## src/rtl/sensor_pulse_emitter_pkg.sv

```systemverilog
// Shared types for the four-channel pulse-train emitter.
// Holds the channel state enum, command bundle and command normaliser.
package sensor_pulse_emitter_pkg;

    localparam int CMD_CNT_W   = 16;
    localparam int CMD_NUM_W   = 8;
    localparam int DEF_MIN_GAP = 3;

    typedef enum logic [1:0] {
        ST_IDLE,
        ST_HIGH,
        ST_LOW,
        ST_GUARD
    } ch_state_t;

    typedef struct packed {
        logic [CMD_CNT_W-1:0] high;
        logic [CMD_CNT_W-1:0] low;
        logic [CMD_NUM_W-1:0] num;
    } cmd_t;

    // Zero high length becomes one cycle; low is stretched to the guard gap.
    function automatic cmd_t norm_cmd(
        input logic [CMD_CNT_W-1:0] high,
        input logic [CMD_CNT_W-1:0] low,
        input logic [CMD_NUM_W-1:0] num,
        input logic [CMD_CNT_W-1:0] min_gap
    );
        cmd_t c;
        c.high = (high == '0) ? CMD_CNT_W'(1) : high;
        c.low  = (low < min_gap) ? min_gap : low;
        c.num  = num;
        return c;
    endfunction

endpackage

```

## src/rtl/sensor_pulse_emitter_channel.sv

```systemverilog
// One emitter channel: FSM, phase counters and registered pulse output.
// PULSE_INVERT_EN selects an active-low output level.
module sensor_pulse_emitter_channel
    import sensor_pulse_emitter_pkg::*;
#(
    parameter int MIN_GAP = DEF_MIN_GAP
) (
    input  logic clock,
    input  logic reset_n,
    input  logic accept,
    input  logic abort,
    input  cmd_t cmd,
    output logic pulse,
    output logic busy,
    output logic done
);

`ifdef PULSE_INVERT_EN
    localparam logic ACT_LVL  = 1'b0;
`else
    localparam logic ACT_LVL  = 1'b1;
`endif
    localparam logic IDLE_LVL = ~ACT_LVL;

    localparam logic [CMD_CNT_W-1:0] GAP_LD = CMD_CNT_W'(MIN_GAP - 1);

    ch_state_t            state;
    logic [CMD_CNT_W-1:0] cnt;
    logic [CMD_CNT_W-1:0] hi_len;
    logic [CMD_CNT_W-1:0] lo_len;
    logic [CMD_NUM_W-1:0] rem;

    assign busy = (state != ST_IDLE);

    always_ff @(posedge clock or negedge reset_n) begin
        if (!reset_n) begin
            state  <= ST_IDLE;
            cnt    <= '0;
            hi_len <= '0;
            lo_len <= '0;
            rem    <= '0;
            pulse  <= IDLE_LVL;
            done   <= 1'b0;
        end else begin
            done <= 1'b0;
            unique case (state)
                ST_IDLE: begin
                    if (accept) begin
                        state  <= ST_HIGH;
                        cnt    <= cmd.high - 1'b1;
                        hi_len <= cmd.high;
                        lo_len <= cmd.low;
                        rem    <= cmd.num;
                        pulse  <= ACT_LVL;
                    end
                end
                ST_HIGH: begin
                    if (abort || (cnt == '0 && rem == CMD_NUM_W'(1))) begin
                        state <= ST_GUARD;
                        cnt   <= GAP_LD;
                        pulse <= IDLE_LVL;
                    end else if (cnt != '0) begin
                        cnt <= cnt - 1'b1;
                    end else begin
                        state <= ST_LOW;
                        cnt   <= lo_len - 1'b1;
                        pulse <= IDLE_LVL;
                    end
                end
                ST_LOW: begin
                    if (abort) begin
                        state <= ST_GUARD;
                        cnt   <= GAP_LD;
                    end else if (cnt != '0) begin
                        cnt <= cnt - 1'b1;
                    end else begin
                        // rem stays 0 for continuous trains
                        state <= ST_HIGH;
                        cnt   <= hi_len - 1'b1;
                        pulse <= ACT_LVL;
                        if (rem != '0) rem <= rem - 1'b1;
                    end
                end
                ST_GUARD: begin
                    if (cnt != '0) begin
                        cnt <= cnt - 1'b1;
                    end else begin
                        state <= ST_IDLE;
                        done  <= 1'b1;
                    end
                end
                default: state <= ST_IDLE;
            endcase
        end
    end

endmodule

```

## src/rtl/sensor_pulse_emitter.sv

```systemverilog
// Four-channel programmable pulse-train emitter with guaranteed low gaps.
// Build with PULSE_INVERT_EN for active-low pulse outputs.
module sensor_pulse_emitter
    import sensor_pulse_emitter_pkg::*;
#(
    parameter int NUM_CH  = 4,
    parameter int CNT_W   = CMD_CNT_W,
    parameter int NUM_W   = CMD_NUM_W,
    parameter int MIN_GAP = DEF_MIN_GAP
) (
    input  logic              clock,
    input  logic              reset_n,
    input  logic              cmd_valid,
    output logic              cmd_ready,
    input  logic [1:0]        cmd_channel,
    input  logic [CNT_W-1:0]  cmd_high,
    input  logic [CNT_W-1:0]  cmd_low,
    input  logic [NUM_W-1:0]  cmd_num,
    input  logic [NUM_CH-1:0] abort,
    output logic [NUM_CH-1:0] pulses,
    output logic [NUM_CH-1:0] busy,
    output logic [NUM_CH-1:0] done
);

    cmd_t              cmd_n;
    logic [NUM_CH-1:0] accept;

    assign cmd_ready = ~busy[cmd_channel];
    assign cmd_n     = norm_cmd(cmd_high, cmd_low, cmd_num,
                                CMD_CNT_W'(MIN_GAP));

    for (genvar i = 0; i < NUM_CH; i++) begin : g_ch
        assign accept[i] = cmd_valid && cmd_ready &&
                           (cmd_channel == 2'(i));

        sensor_pulse_emitter_channel #(
            .MIN_GAP (MIN_GAP)
        ) u_ch (
            .clock   (clock),
            .reset_n (reset_n),
            .accept  (accept[i]),
            .abort   (abort[i]),
            .cmd     (cmd_n),
            .pulse   (pulses[i]),
            .busy    (busy[i]),
            .done    (done[i])
        );
    end

endmodule

```

## config.mk

```make
export PLATFORM = sky130hd
export DESIGN_NAME = sensor_pulse_emitter
export DESIGN_NICKNAME = d
export VERILOG_FILES = /design/src/rtl/sensor_pulse_emitter_pkg.sv /design/src/rtl/sensor_pulse_emitter_channel.sv /design/src/rtl/sensor_pulse_emitter.sv
export SDC_FILE = /design/constraint.sdc
export NUM_CORES = 1
export LEC_CHECK = 0
export ABC_AREA = 1
export BUFFER_PORTS_ARGS = -buffer_cell sky130_fd_sc_hd__buf_2
export CELL_PAD_IN_SITES_DETAIL_PLACEMENT = 0
export CELL_PAD_IN_SITES_GLOBAL_PLACEMENT = 1
export CORE_UTILIZATION = 49
export DETAILED_ROUTE_END_ITERATION = 6
export GPL_ROUTABILITY_DRIVEN = 0
export PLACE_DENSITY_LB_ADDON = 0.3
export SYNTH_ARGS = -nofsm -noshare
export SYNTH_HDL_FRONTEND = slang
export SYNTH_SLANG_ARGS = --single-unit
```

## constraint.sdc

```tcl
create_clock -name clock -period 3.9 [get_ports clock]
set_input_delay 0.195 -clock clock [delete_from_list [all_inputs] [get_ports clock]]
set_output_delay 0.195 -clock clock [all_outputs]
set_load 0.02 [all_outputs]
```

[Yosys cells after proc, flatten, opt, wreduce, memory -nomap -nowiden]
Index checks and enable logic that the tools add are counted.
Word-level totals
  register bits: 240
  input bits: 49
  word-level logic and storage cells: 274
Cells by class
  add/subtract/negate cells: 17
  magnitude comparators: 2
  eq/ne operators: 51
  multiplexer cells: 112
  bitwise gates (word level): 1
  reduce and logical (&&, ||, !) cells: 63
Operators by type and width (number)
  16-bit two-way mux: 26
  16-bit one-hot mux with 4 select lines: 4
  16-bit by 1-bit subtractor with 16-bit output (second input constant): 13
  8-bit two-way mux: 16
  16-bit zero test: 5
  8-bit one-hot mux with 2 select lines: 4
  16-bit nonzero test: 4
  2-bit two-way mux: 24
  5-bit AND reduction: 8
  8-bit by 1-bit == test with 1-bit output (second input constant): 4
  2-bit one-hot mux with 4 select lines: 4
  8-bit nonzero test: 4
  8-bit by 1-bit subtractor with 8-bit output (second input constant): 4
  1-bit two-way mux: 29
  2-bit by 1-bit != test with 1-bit output (second input constant): 12
  2-bit != test (second input constant): 12
  2-bit == test (second input constant): 10
  16-bit by 2-bit less-than comparator with 1-bit output (second input constant): 1
  2-bit AND reduction: 8
  4-bit AND reduction: 4
  2-bit nonzero test: 8
  3-bit by 2-bit != test with 1-bit output (second input constant): 4
  3-bit != test (second input constant): 4
  1-bit one-hot mux with 3 select lines: 4
  other kinds (8): 30

[Longest topological paths before layout]
Gate-level depths: netlist (run 1).
  depth in word-level cells: 8
  depth in mapped cells: 17
  mapped depth without buffers: 16

[Cells and area by module]
A second synthesis (run 1) with hierarchy kept.
Second synthesis, totals
  cell total of the unflattened synthesis: 3287
  area, all modules: 20111.8 um2
By module, submodules not included
  sensor_pulse_emitter_channel at g_ch[0].u_ch ...: times used 2, cells each 814, area each 4964.8 um2, sequential area each 1501.4 um2
  sensor_pulse_emitter_channel at g_ch[2].u_ch: times used 1, cells each 799, area each 4971.0 um2, sequential area each 1501.4 um2
  sensor_pulse_emitter_channel at g_ch[3].u_ch: times used 1, cells each 774, area each 4865.9 um2, sequential area each 1501.4 um2
  sensor_pulse_emitter: times used 1, cells each 86, area each 345.3 um2, sequential area each 0.0 um2

[Worst setup path before layout (run 1)]
OpenSTA, ideal clock, no wires.
  path type: input port to flip-flop
  start point: input cmd_high[10]
  end point: register g_ch[1].u_ch.cnt[10]
  library setup time: 116 ps
  arrival time: 1894 ps
  data required time: 3784 ps
  setup slack: 1890 ps
  stages on the path: 17
  buffers on the path: 1
  path through: buf_2 -> nor2_1 -> nand2_1 -> nor2_1 -> nand2_1 -> nand2_1 -> inv_2 -> ha_1 -> nand2_1 -> nor2_1 -> nand2_1 -> xor2_1 -> inv_1 -> nand2_1 -> nand3_1 -> nand2_1 -> nand2_1
On the way
  word-level cells in the longest chain between the ends: 5
Ends and longest elaborated chain
  start, declared: RTL line sensor_pulse_emitter.sv:16  | input logic [CNT_W-1:0] cmd_high,
  16-bit zero test: RTL line sensor_pulse_emitter_pkg.sv:30  | c.high = (high == '0) ? CMD_CNT_W'(1) : high;
  16-bit two-way mux *: RTL line sensor_pulse_emitter_pkg.sv:30
  16-bit by 1-bit subtractor with 16-bit output *: RTL line sensor_pulse_emitter_channel.sv:50  | cnt <= cmd.high - 1'b1;
  16-bit two-way mux *: RTL line sensor_pulse_emitter_channel.sv:48  | if (accept) begin
  16-bit one-hot mux with 4 select lines *: RTL line sensor_pulse_emitter_channel.sv:46  | unique case (state)
  end signal, assigned: RTL line sensor_pulse_emitter_channel.sv:50
  end signal, assigned: RTL line sensor_pulse_emitter_channel.sv:63  | cnt <= cnt - 1'b1;
  end signal, assigned: RTL line sensor_pulse_emitter_channel.sv:66  | cnt <= lo_len - 1'b1;
  end, declared: RTL line sensor_pulse_emitter_channel.sv:28  | logic [CMD_CNT_W-1:0] cnt;
Mark *: on every way between the ends. The rest lies on a longest branch, timed or not. The select of a mux whose other input is x is not followed.
A chain may end at the register's enable or synchronous reset.

[Final worst setup path (run 1)]
  start point: input cmd_high[11]
  end point: register g_ch[3].u_ch.cnt[12]
On the way
  word-level cells in the longest chain between the ends: 5
Ends and longest elaborated chain (RTL line)
  16-bit zero test: sensor_pulse_emitter_pkg.sv:30
  16-bit two-way mux *: sensor_pulse_emitter_pkg.sv:30
  16-bit by 1-bit subtractor with 16-bit output *: sensor_pulse_emitter_channel.sv:50
  16-bit two-way mux *: sensor_pulse_emitter_channel.sv:48
  16-bit one-hot mux with 4 select lines *: sensor_pulse_emitter_channel.sv:46
  end signal, assigned: sensor_pulse_emitter_channel.sv:50
  end signal, assigned: sensor_pulse_emitter_channel.sv:63
  end signal, assigned: sensor_pulse_emitter_channel.sv:66
  end, declared: sensor_pulse_emitter_channel.sv:28
Marks and branches as above.

==> results of run 1 <==
## report_power, final
group          internal [W]  total [W]  switching [W]
Sequential          0.00366    0.00500        0.00134
Combinational       0.00276    0.00817        0.00541
Clock               0.00176    0.00289        0.00113
## critical path: cells and delay by family
| kind | cells | cell delay (ns) |
|---|---|---|
| AND/OR/NAND/NOR | 10 | 1.10 |
| AO/OA/AOI/OAI | 1 | 0.18 |
| buffers and inverters | 4 | 1.19 |
| adder cells (fa/ha/maj) | 1 | 0.23 |
| XOR/XNOR | 1 | 0.57 |
## per-stage QoR
stage / std cells / power, W / util / instance area (sq um) / hold WS, ns
floorplan: 2638 / 0.01079 / - / 17360 / -0.1006
global placement: 3095 / 0.01284 / 0.5182 / 17990 / 0.2556
detailed placement: 3095 / 0.01297 / 0.5182 / 17990 / 0.2716
CTS: 3173 / 0.01594 / 0.5551 / 19270 / 0.001923
global route: 3173 / 0.01741 / 0.5551 / 19270 / 0.02023
finish: 3174 / 0.01606 / 0.5551 / 19270 / 0.01463
## layer usage
layer  up-vias  track usage  routed length, um
met1      8359       0.4719              26560
li1       8600            -                  -
met2       757       0.5330              27060
met3       165      0.03938               4427
met5         -            0                 14
met4         2       0.1554               3231
## how the worst max path moves through the flow
| stage | start | end | slack [ns] | cells past startpoint |
|---|---|---|---|---|
| 2_1_floorplan | cmd_high[10] | g_ch[1].u_ch.cnt[10]$_DFFE_PN0P_ | 1.89 | 17 |
| 3_3_place_gp | cmd_high[10] | g_ch[3].u_ch.cnt[12]$_DFFE_PN0P_ | 1.20 | 16 |
| 3_5_place_dp | cmd_high[10] | g_ch[3].u_ch.cnt[12]$_DFFE_PN0P_ | 1.07 | 16 |
| 4_1_cts | cmd_high[11] | g_ch[3].u_ch.cnt[12]$_DFFE_PN0P_ | 1.13 | 17 |
| 5_1_grt | cmd_high[11] | g_ch[3].u_ch.cnt[12]$_DFFE_PN0P_ | 0.83 | 17 |
| 6_report | cmd_high[11] | g_ch[3].u_ch.cnt[12]$_DFFE_PN0P_ | 0.93 | 17 |
## synth_stat cells (all sizes together), types with 28 or more instances
cell / instances / share of area
nor2: 317 / 0.075
nand3: 229 / 0.069
buf: 40 / 0.015
nand2: 839 / 0.18
xor2: 92 / 0.046
o21ai: 261 / 0.077
a21oi: 64 / 0.020
clkbuf: 37 / 0.0081
nor3: 28 / 0.0097
inv: 305 / 0.066
nand4: 59 / 0.021
dfrtp: 240 / 0.35
## layout make-up
cell class                 instances  area (sq um)
antenna                            1         2.502
clock buffer                      42         854.6
clock inverter                     7         135.1
fill                            3462         15440
inverter                         309          1162
multi-input combinational       2012          9788
sequential                       240          6006
tap                              455         569.3
timing repair buffer             108         753.2
## cell families after synthesis
family	count (synthesis)
AND/OR/NAND/NOR	1491
buffers and inverters	386
AO/OA/AOI/OAI	382
flip-flops	240
XOR/XNOR	115
adder cells (fa/ha/maj)	24
## flip-flops by register name (all words and copies together), names as in the netlist
signal            count
g_ch.u_ch.hi_len     64
g_ch.u_ch.done        4
g_ch.u_ch.rem        32
g_ch.u_ch.cnt        64
g_ch.u_ch.pulse       4
g_ch.u_ch.lo_len     64
g_ch.u_ch.state       8
## what timing repair did
item                                   CTS  global route
resized for setup                        0             0
hold buffers                            29             0
endpoints found under the hold margin  122             0
==> results_dict.tcl, run 1 <==
set metrics [dict create \
    finalSetupTns_ns 0 \
    mostFrequentLayoutCell "nand2_1" \
    finalHoldViolCount 0 \
    rows 68 \
    hp-class "in -> reg" \
    slowest_stage "xor2_1" \
    critPathKind "in -> reg" \
    syn_area_sq_mm 0.01736 \
    syn_area_per_cell_sq_um 6.580 \
    io-pin-count 62 \
    finish.net_count 2773 \
    synth_flop_cell "dfrtp_1" \
    async_flop_share 1.000 \
    grt_pass1_vias 16510 \
    final_cell_mix "nand2_1, nor2_1, inv_1" \
    fin_ws_ns 0.9326 \
    start_util 0.5001 \
    portBuffers 61 \
    synth_edf_count 0 \
    cap_violations 0 \
    synth_fa_ha_area_frac 0.01730 \
    netlist-cell-type-count 59 \
    overflow 0 \
    cp_slowest_stage_delay_ns 0.57 \
    slew_viol_final 0 \
    synth_compound_area_frac 0.1219 \
    path_max_fanout 9 \
    cts_buffers 29 \
    grt_max_degree 87 \
    relSlewSlack 0.3845 \
    drcViolationCount 5 \
    synth_top_family_by_area "simple AND/OR/NAND/NOR gates" \
    crit_chain "dlygate4sd3_1, buf_2, nor2_1, nand2_1, nor2_1, nand2_1, nand2_1, inv_2, ha_1, nand2_1, nor2_1, nand3_1, xor2_1, inv_1, a21oi_1, nand2_1, nand2_1" \
    die_w_um 190.2 \
    clockBufferDepth 3 \
    wirelength_um 61290 \
    first_pass_iters 7 \
    rr_startpoint "g_ch[1].u_ch.state[0]$_DFFE_PN0P_" \
    worstMarginPinSlew_ns 0.9231 \
    clk_latency_ns 0.57 \
    violations "DRC" \
    drtIter0Drc 1633 \
    setup_viol 0 \
    hold_path_startpoint "cmd_num[6]" \
    fin_crit_sh 0.7609 \
    routedWlPerCell_um 19.31 \
    endpoint_kind "register" \
    cts_num_sinks 240 \
    fin_skew_ns 0.01359 \
    syn_nets 2711 \
    min_path_cells 3 \
    max_freq_mhz 337.0 \
    ys_ff_latch 240 \
    synthSimpleGateAreaFrac 0.3664 \
    reg2regPathDepth 13 \
    ys_seq_area_frac 0.3460 \
    grt_pass1_wl_um 94490 \
    viasPerCell 5.634 \
    yosys_warnings 0 \
    post-cts-setup-buffer-count 0 \
    htree_levels 1 \
    whs_endpoint "g_ch[1].u_ch.rem[6]$_DFFE_PN0P_" \
    rrSetupSlack_ns 1.16 \
    preCtsSetupSlack_ns 1.066 \
    start_kind "primary input" \
    drive_above_1_share 0.08057 \
    p_leak_nw 9.393 \
    synthToLayoutAreaGrowth_pct 11.01 \
    period_minus_slack_ns 2.967 \
    dieArea_sq_mm 0.03618 \
    cts_tree "built" \
    antenna_found_initial 1 \
    r2r_end "g_ch[1].u_ch.cnt[7]$_DFFE_PN0P_" \
    vias 17880 \
    hpwlAfterDp_um 45480 \
    ir_drop_uv 530.4 \
    arrival_ns 3.47 \
    die_y_um 190.2 \
    core_area_sq_mm 0.03471 \
    ant_nets 0 \
    clockRootBuffer "clkbuf_16" \
    rsz0062_at_grt "false" \
    power_density_mw_per_mm2 833.3 \
    critPathMostFrequentCell "nand2_1" \
    synthCells 2638 \
    clkSlewWorstSetupHoldPaths_ns 0.06 \
    synthMuxAreaShare 0 \
    worstPathRequired_ns 4.40 \
    synth-xor-area-share 0.05802 \
    outcome "finished, violations left" \
    grt_usage 0.3406 \
]
No activity file was read; power rests on OpenSTA's default activity.
==> run 2, diff against run 1 <==
--- a/config.mk
+++ b/config.mk
@@ -9,7 +9,7 @@
 export BUFFER_PORTS_ARGS = -buffer_cell sky130_fd_sc_hd__buf_2
 export CELL_PAD_IN_SITES_DETAIL_PLACEMENT = 0
 export CELL_PAD_IN_SITES_GLOBAL_PLACEMENT = 1
-export CORE_UTILIZATION = 49
+export CORE_UTILIZATION = 41
 export DETAILED_ROUTE_END_ITERATION = 6
 export GPL_ROUTABILITY_DRIVEN = 0
 export PLACE_DENSITY_LB_ADDON = 0.3
==> constraint.sdc (replaced) <==
create_clock -name clock -period 2.43 [get_ports clock]
set_input_delay 0.1215 -clock clock [delete_from_list [all_inputs] [get_ports clock]]
set_output_delay 0.1215 -clock clock [all_outputs]
set_load 0.02 [all_outputs]
==> run 2 against run 1 <==
The flow now finishes without violations. Clock skew shrank 0.0051 ns. Core utilization shrank 7.5 points. Final area grew 4.3%. Via count down 0.88%. Sequential power is 59% higher. Non-clock buffer count increased by 70. Clock power grew 76%.
==> results_dict.tcl, run 2 (synthesis gave the netlist of run 1 again) <==
set metrics [dict create \
    outcome "finished, final reports clean" \
    p_seq_frac 0.300 \
    crit_chain "inv_1, ha_1, nand2_2, nor2_4, nand2_2, o21ai_2, nor3b_2, nand2_2, inv_4, nand2_2, o21ai_2" \
    arrival_ns 2.77 \
    top_regs "g_ch.u_ch.cnt x64, g_ch.u_ch.hi_len x64, g_ch.u_ch.lo_len x64" \
    preCtsSetupSlack_ns 0.1811 \
    portBuffers 61 \
    cts_num_sinks 240 \
    clockRootBuffer "clkbuf_16" \
    worstPathRequired_ns 2.94 \
    cp_top_family "simple AND/OR/NAND/NOR gates" \
    clk_latency_ns 0.58 \
    grt_max_degree 67 \
    finalSetupTns_ns 0 \
    p_int_w 0.01375 \
    drtIter0Drc 1697 \
    vias 17730 \
    grt_usage 0.2893 \
    critPathMostFrequentCell "nand2_2" \
    start_util 0.4148 \
    routedWlPerCell_um 18.67 \
    grt_pass1_wl_um 97020 \
    cts_tree "built" \
    die_w_um 207.8 \
    die_y_um 207.8 \
    slew_viol_final 0 \
    setup_viol 0 \
    worstMarginPinSlew_ns 0.9771 \
    io-pin-count 62 \
    start_kind "register" \
    p_switching_w 0.01281 \
    power_density_mw_per_mm2 1321 \
    post-cts-setup-buffer-count 0 \
    drcViolationCount 0 \
    antenna_found_initial 2 \
    slowest_stage "dfrtp_1" \
    core_area_sq_mm 0.04185 \
    crit_buf_inv 2 \
    overflow 0 \
    max_freq_mhz 442.7 \
    clkSlewWorstSetupHoldPaths_ns 0.06 \
    n_antenna_cell 0 \
    fin_skew_ns 0.008447 \
    p_leak_nw 9.801 \
    cap_violations 0 \
    finish.net_count 2844 \
    viasPerCell 5.318 \
    drive_above_1_share 0.1031 \
    htree_levels 1 \
    mostFrequentLayoutCell "nand2_1" \
    critPathKind "reg -> reg" \
    finalHoldViolCount 0 \
    period_minus_slack_ns 2.259 \
    rows 75 \
    relSlewSlack 0.3417 \
    hpwlAfterDp_um 47590 \
    cp_slowest_stage_delay_ns 0.37 \
    nFillCells 4322 \
    wirelength_um 62210 \
    first_pass_iters 6 \
    clockBufferDepth 3 \
    fin_ws_ns 0.1709 \
    ant_nets 0 \
    final_cell_mix "nand2_1, nor2_1, inv_1" \
    endpoint_kind "register" \
    combPwrFrac 0.508 \
    switching_share 0.4823 \
    dieArea_sq_mm 0.04317 \
    fin_crit_sh 0.9297 \
    hp-class "in -> async" \
    grt_pass1_vias 17100 \
    synthToLayoutAreaGrowth_pct 15.80 \
    path_max_fanout 9 \
    ir_drop_uv 854.2 \
    rsz0062_at_grt "false" \
    power.share.clock 0.192 \
    cts_buffers 30 \
]
-- run 2: cell count changes in the layout (fill, tap and decap cells not counted), moves of 2 or more --
cell	change
bufinv_16	+3
clkinvlp_4	+2
buf_4	+57
buf_12	+3
clkinv_2	+3
clkbuf_16	+2
dlygate4sd3_1	+10
clkbuf_8	-3
-- run 2: routing by layer --
layer / GRT usage / wire length (um)
met1: 0.3847 / 26860
met2: 0.4743 / 28350
met3: 0.04191 / 4222
met4: 0.1129 / 2774
met5: 0 / 11
-- run 2: final timing paths --
kind | cells past startpoint | endpoint | slack, ns | from
max in group asynchronous | 3 | g_ch[1].u_ch.lo_len[15]$_DFFE_PN0P_ | 1.54 | reset_n
max reg2reg | 11 | g_ch[3].u_ch.rem[6]$_DFFE_PN0P_ | 0.17 | g_ch[3].u_ch.cnt[0]$_DFFE_PN0P_
min reg2reg | 2 | g_ch[0].u_ch.cnt[15]$_DFFE_PN0P_ | 0.48 | g_ch[0].u_ch.cnt[15]$_DFFE_PN0P_
min | 2 | g_ch[2].u_ch.state[1]$_DFFE_PN0P_ | 0.08 | reset_n
max | 11 | g_ch[3].u_ch.rem[6]$_DFFE_PN0P_ | 0.17 | g_ch[3].u_ch.cnt[0]$_DFFE_PN0P_
min in group clock | 4 | g_ch[2].u_ch.hi_len[0]$_DFFE_PN0P_ | 0.08 | cmd_valid
-- run 2: through the flow --
stage	std cells	power (W)	util	area (sq um)	hold WS, ns
after floorplan	2638	0.01732	-	17360	-0.1741
after global placement	3239	0.02103	0.4440	18580	0.1254
after detailed placement	3239	0.02120	0.4440	18580	0.1324
after CTS	3333	0.02650	0.4799	20090	0.05365
after global routing	3333	0.02887	0.4803	20100	0.1069
final	3333	0.02655	0.4803	20100	0.07952
-- run 2: repair_timing --
action | CTS | global route
endpoints found under the setup margin | 0 | 9
hold buffers | 39 | 0
endpoints found under the hold margin | 159 | 0
resized for setup | 0 | 3
-- run 2: power groups by stage --
stage	Sequential [W]	Combinational, W	Clock [W]
2_1_floorplan	0.00731	0.0100	0
3_5_place_dp	0.00796	0.0132	0
6_report	0.00797	0.0135	0.00510
5_1_grt	0.00824	0.0153	0.00532
4_1_cts	0.00793	0.0134	0.00520
3_3_place_gp	0.00795	0.0131	0
-- run 2: cell type report --
type | instances | area [sq um] | area share
Clock buffer | 40 | 859.6 | 0.04276
Sequential cell | 240 | 6006 | 0.2988
Inverter | 309 | 1162 | 0.05782
Clock inverter | 15 | 255.2 | 0.01270
Multi-Input combinational cell | 2012 | 9803 | 0.4877
Timing Repair Buffer | 178 | 1341 | 0.06672
Tap cell | 539 | 674.4 | 0.03355
-- run 2: worst register-to-register path: cells and delay by family, from the launching register on --
family                     cells  cell delay [ns]
and+or+nand+nor                6             0.96
DFF                            1             0.37
buffers and inverters          2             0.33
AOI/OAI and AO/OA              2             0.30
adders and majority gates      1             0.22
==> run 3, diff against run 2 <==
--- a/config.mk
+++ b/config.mk
@@ -6,11 +6,11 @@
 export NUM_CORES = 1
 export LEC_CHECK = 0
 export ABC_AREA = 1
-export BUFFER_PORTS_ARGS = -buffer_cell sky130_fd_sc_hd__buf_2
 export CELL_PAD_IN_SITES_DETAIL_PLACEMENT = 0
 export CELL_PAD_IN_SITES_GLOBAL_PLACEMENT = 1
-export CORE_UTILIZATION = 41
+export CORE_UTILIZATION = 42
 export DETAILED_ROUTE_END_ITERATION = 6
+export DONT_BUFFER_PORTS = 1
 export GPL_ROUTABILITY_DRIVEN = 0
 export PLACE_DENSITY_LB_ADDON = 0.3
 export SYNTH_ARGS = -nofsm -noshare
==> run 3 against run 2 <==
The flow now finishes with violations (hold timing). Die area fell by 2.4%. Global-route usage rose by 1.8 points. Combinational power barely moved. Worst hold slack got worse by 0.83 ns. Core utilization rose by 0.11 points. Largest power group unchanged. Highest routed layer is now met4.
==> results_dict.tcl, run 3 (synthesis gave the netlist of run 1 again) <==
set metrics [dict create \
    outcome "finished, violations left" \
    violations "hold timing" \
    setup_viol 0 \
    overflow 0 \
    drtIter0Drc 1662 \
    finalHoldViolCount 240 \
    use_met1 0.4068 \
    vias 17680 \
    clk_latency_ns 0.58 \
    hpwlAfterDp_um 46390 \
    cap_violations 0 \
    worstPathRequired_ns 2.91 \
    die_y_um 205.3 \
    start_kind "register" \
    cts_tree "built" \
    antenna_found_initial 3 \
    grt_max_degree 241 \
    start_util 0.4251 \
    busiest_layer "met2" \
    grt_usage 0.3076 \
    use_met3 0.06351 \
    final_cells 3260 \
    fin_util 0.4814 \
    power_density_mw_per_mm2 1322 \
    rows 74 \
    clockRootBuffer "clkbuf_16" \
    die_w_um 205.3 \
    relSlewSlack 0.5377 \
    endpoint_kind "register" \
    hold_slack_ns -0.7485 \
    grt_pass1_vias 16880 \
    fin_crit_sh 0.9295 \
    clockBufferDepth 3 \
    first_pass_iters 7 \
    crit_chain "inv_1, ha_1, nand2_2, nor2_4, nand2_2, inv_1, o21ai_0, nand4_1, nand4_1, nand2_1, nand2_1" \
    crit_buf_inv 2 \
    multi_input_area_sq_mm 0.009803 \
    ir_drop_uv 839.6 \
    slew_viol_final 0 \
    period_minus_slack_ns 2.259 \
    drcViolationCount 0 \
    hp-class "in -> async" \
    final_cell_mix "nand2_1, nor2_1, inv_1" \
    cts_num_sinks 240 \
    placed_cells 3157 \
    synthToLayoutAreaGrowth_pct 13.24 \
    p_leak_nw 9.479 \
    max_freq_mhz 442.7 \
    clkSlewWorstSetupHoldPaths_ns 0.06 \
    worstMarginPinSlew_ns 0.6935 \
    grt_pass1_wl_um 98630 \
    portBuffers 0 \
    cp_slowest_stage_delay_ns 0.37 \
    top_regs "g_ch.u_ch.cnt x64, g_ch.u_ch.hi_len x64, g_ch.u_ch.lo_len x64" \
    grtUsageMet2 0.4861 \
    cts_hold_buf 46 \
    fin_skew_ns 0.01057 \
    viasPerCell 5.424 \
    htree_levels 1 \
    dieArea_sq_mm 0.04215 \
    core_area_sq_mm 0.04083 \
    arrival_ns 2.74 \
    io-pin-count 62 \
    drive_above_1_share 0.07817 \
    finish.net_count 2776 \
    wirelength_um 63760 \
    register_area_sq_mm 0.006006 \
    cts_buffers 30 \
    slowest_stage "dfrtp_1" \
    cp_top_family "simple AND/OR/NAND/NOR gates" \
    critPathKind "reg -> reg" \
    ant_nets 0 \
    mostFrequentLayoutCell "nand2_1" \
    post-cts-setup-buffer-count 0 \
    path_max_fanout 11 \
    nFillCells 4218 \
    routedWlPerCell_um 19.56 \
]
run 3: path summary, 6_finish.rpt:
kind | start | endpoint | slack (ns) | cells after the start
worst max-delay path | g_ch[3].u_ch.cnt[0]$_DFFE_PN0P_ | g_ch[3].u_ch.cnt[3]$_DFFE_PN0P_ | 0.17 | 11
min in group clock | cmd_channel[1] | g_ch[1].u_ch.lo_len[13]$_DFFE_PN0P_ | 0.04 | 5
max in group asynchronous | reset_n | g_ch[3].u_ch.hi_len[11]$_DFFE_PN0P_ | 2.60 | 0
worst max register to register | g_ch[3].u_ch.cnt[0]$_DFFE_PN0P_ | g_ch[3].u_ch.cnt[3]$_DFFE_PN0P_ | 0.17 | 11
worst min register to register | g_ch[2].u_ch.cnt[0]$_DFFE_PN0P_ | g_ch[2].u_ch.cnt[0]$_DFFE_PN0P_ | 0.49 | 2
worst min-delay path | reset_n | g_ch[2].u_ch.cnt[8]$_DFFE_PN0P_ | -0.75 | 0
run 3: per-layer routing:
layer | wire (um) | vias to the layer above | part of all wire
met1 | 27040 | 8267 | 0.42
met2 | 28330 | 658 | 0.44
met3 | 5186 | 163 | 0.081
li1 | - | 8595 | -
met4 | 3202 | 0 | 0.050
met5 | 0 | - | 0
run 3: where the power goes:
group	leakage [nW]	internal (W)	switching, W
Sequential	2.98	0.00587	0.00214
Clock	0.522	0.00297	0.00184
Combinational	5.98	0.00459	0.00857
run 3: layout make-up:
| type | count | share of cell area |
|---|---|---|
| multi-input combinational | 2012 | 0.4987 |
| sequential | 240 | 0.3055 |
| inverter | 309 | 0.05913 |
| timing repair buffer | 110 | 0.04863 |
| clock buffer | 44 | 0.04602 |
| tap | 532 | 0.03386 |
| clock inverter | 10 | 0.007765 |
| antenna | 3 | 0.0003819 |
run 3: metrics by stage:
step	worst slack (ns)	total power [W]	setup TNS, ns	cell area [sq um]
2_1_floorplan	0.4934	0.01732	0	17360
5_1_grt	-0.002658	0.02828	-0.002658	19650
6_report	0.1712	0.02598	0	19660
3_5_place_dp	0.1828	0.02083	0	18110
3_3_place_gp	0.1690	0.02065	0	18110
4_1_cts	0.02815	0.02591	0	19630
run 3: repair_timing:
action / 4_1_cts / 5_1_grt
setup endpoints to repair: 0 / 20
hold endpoints to repair: 410 / 240
resized for setup: 0 / 5
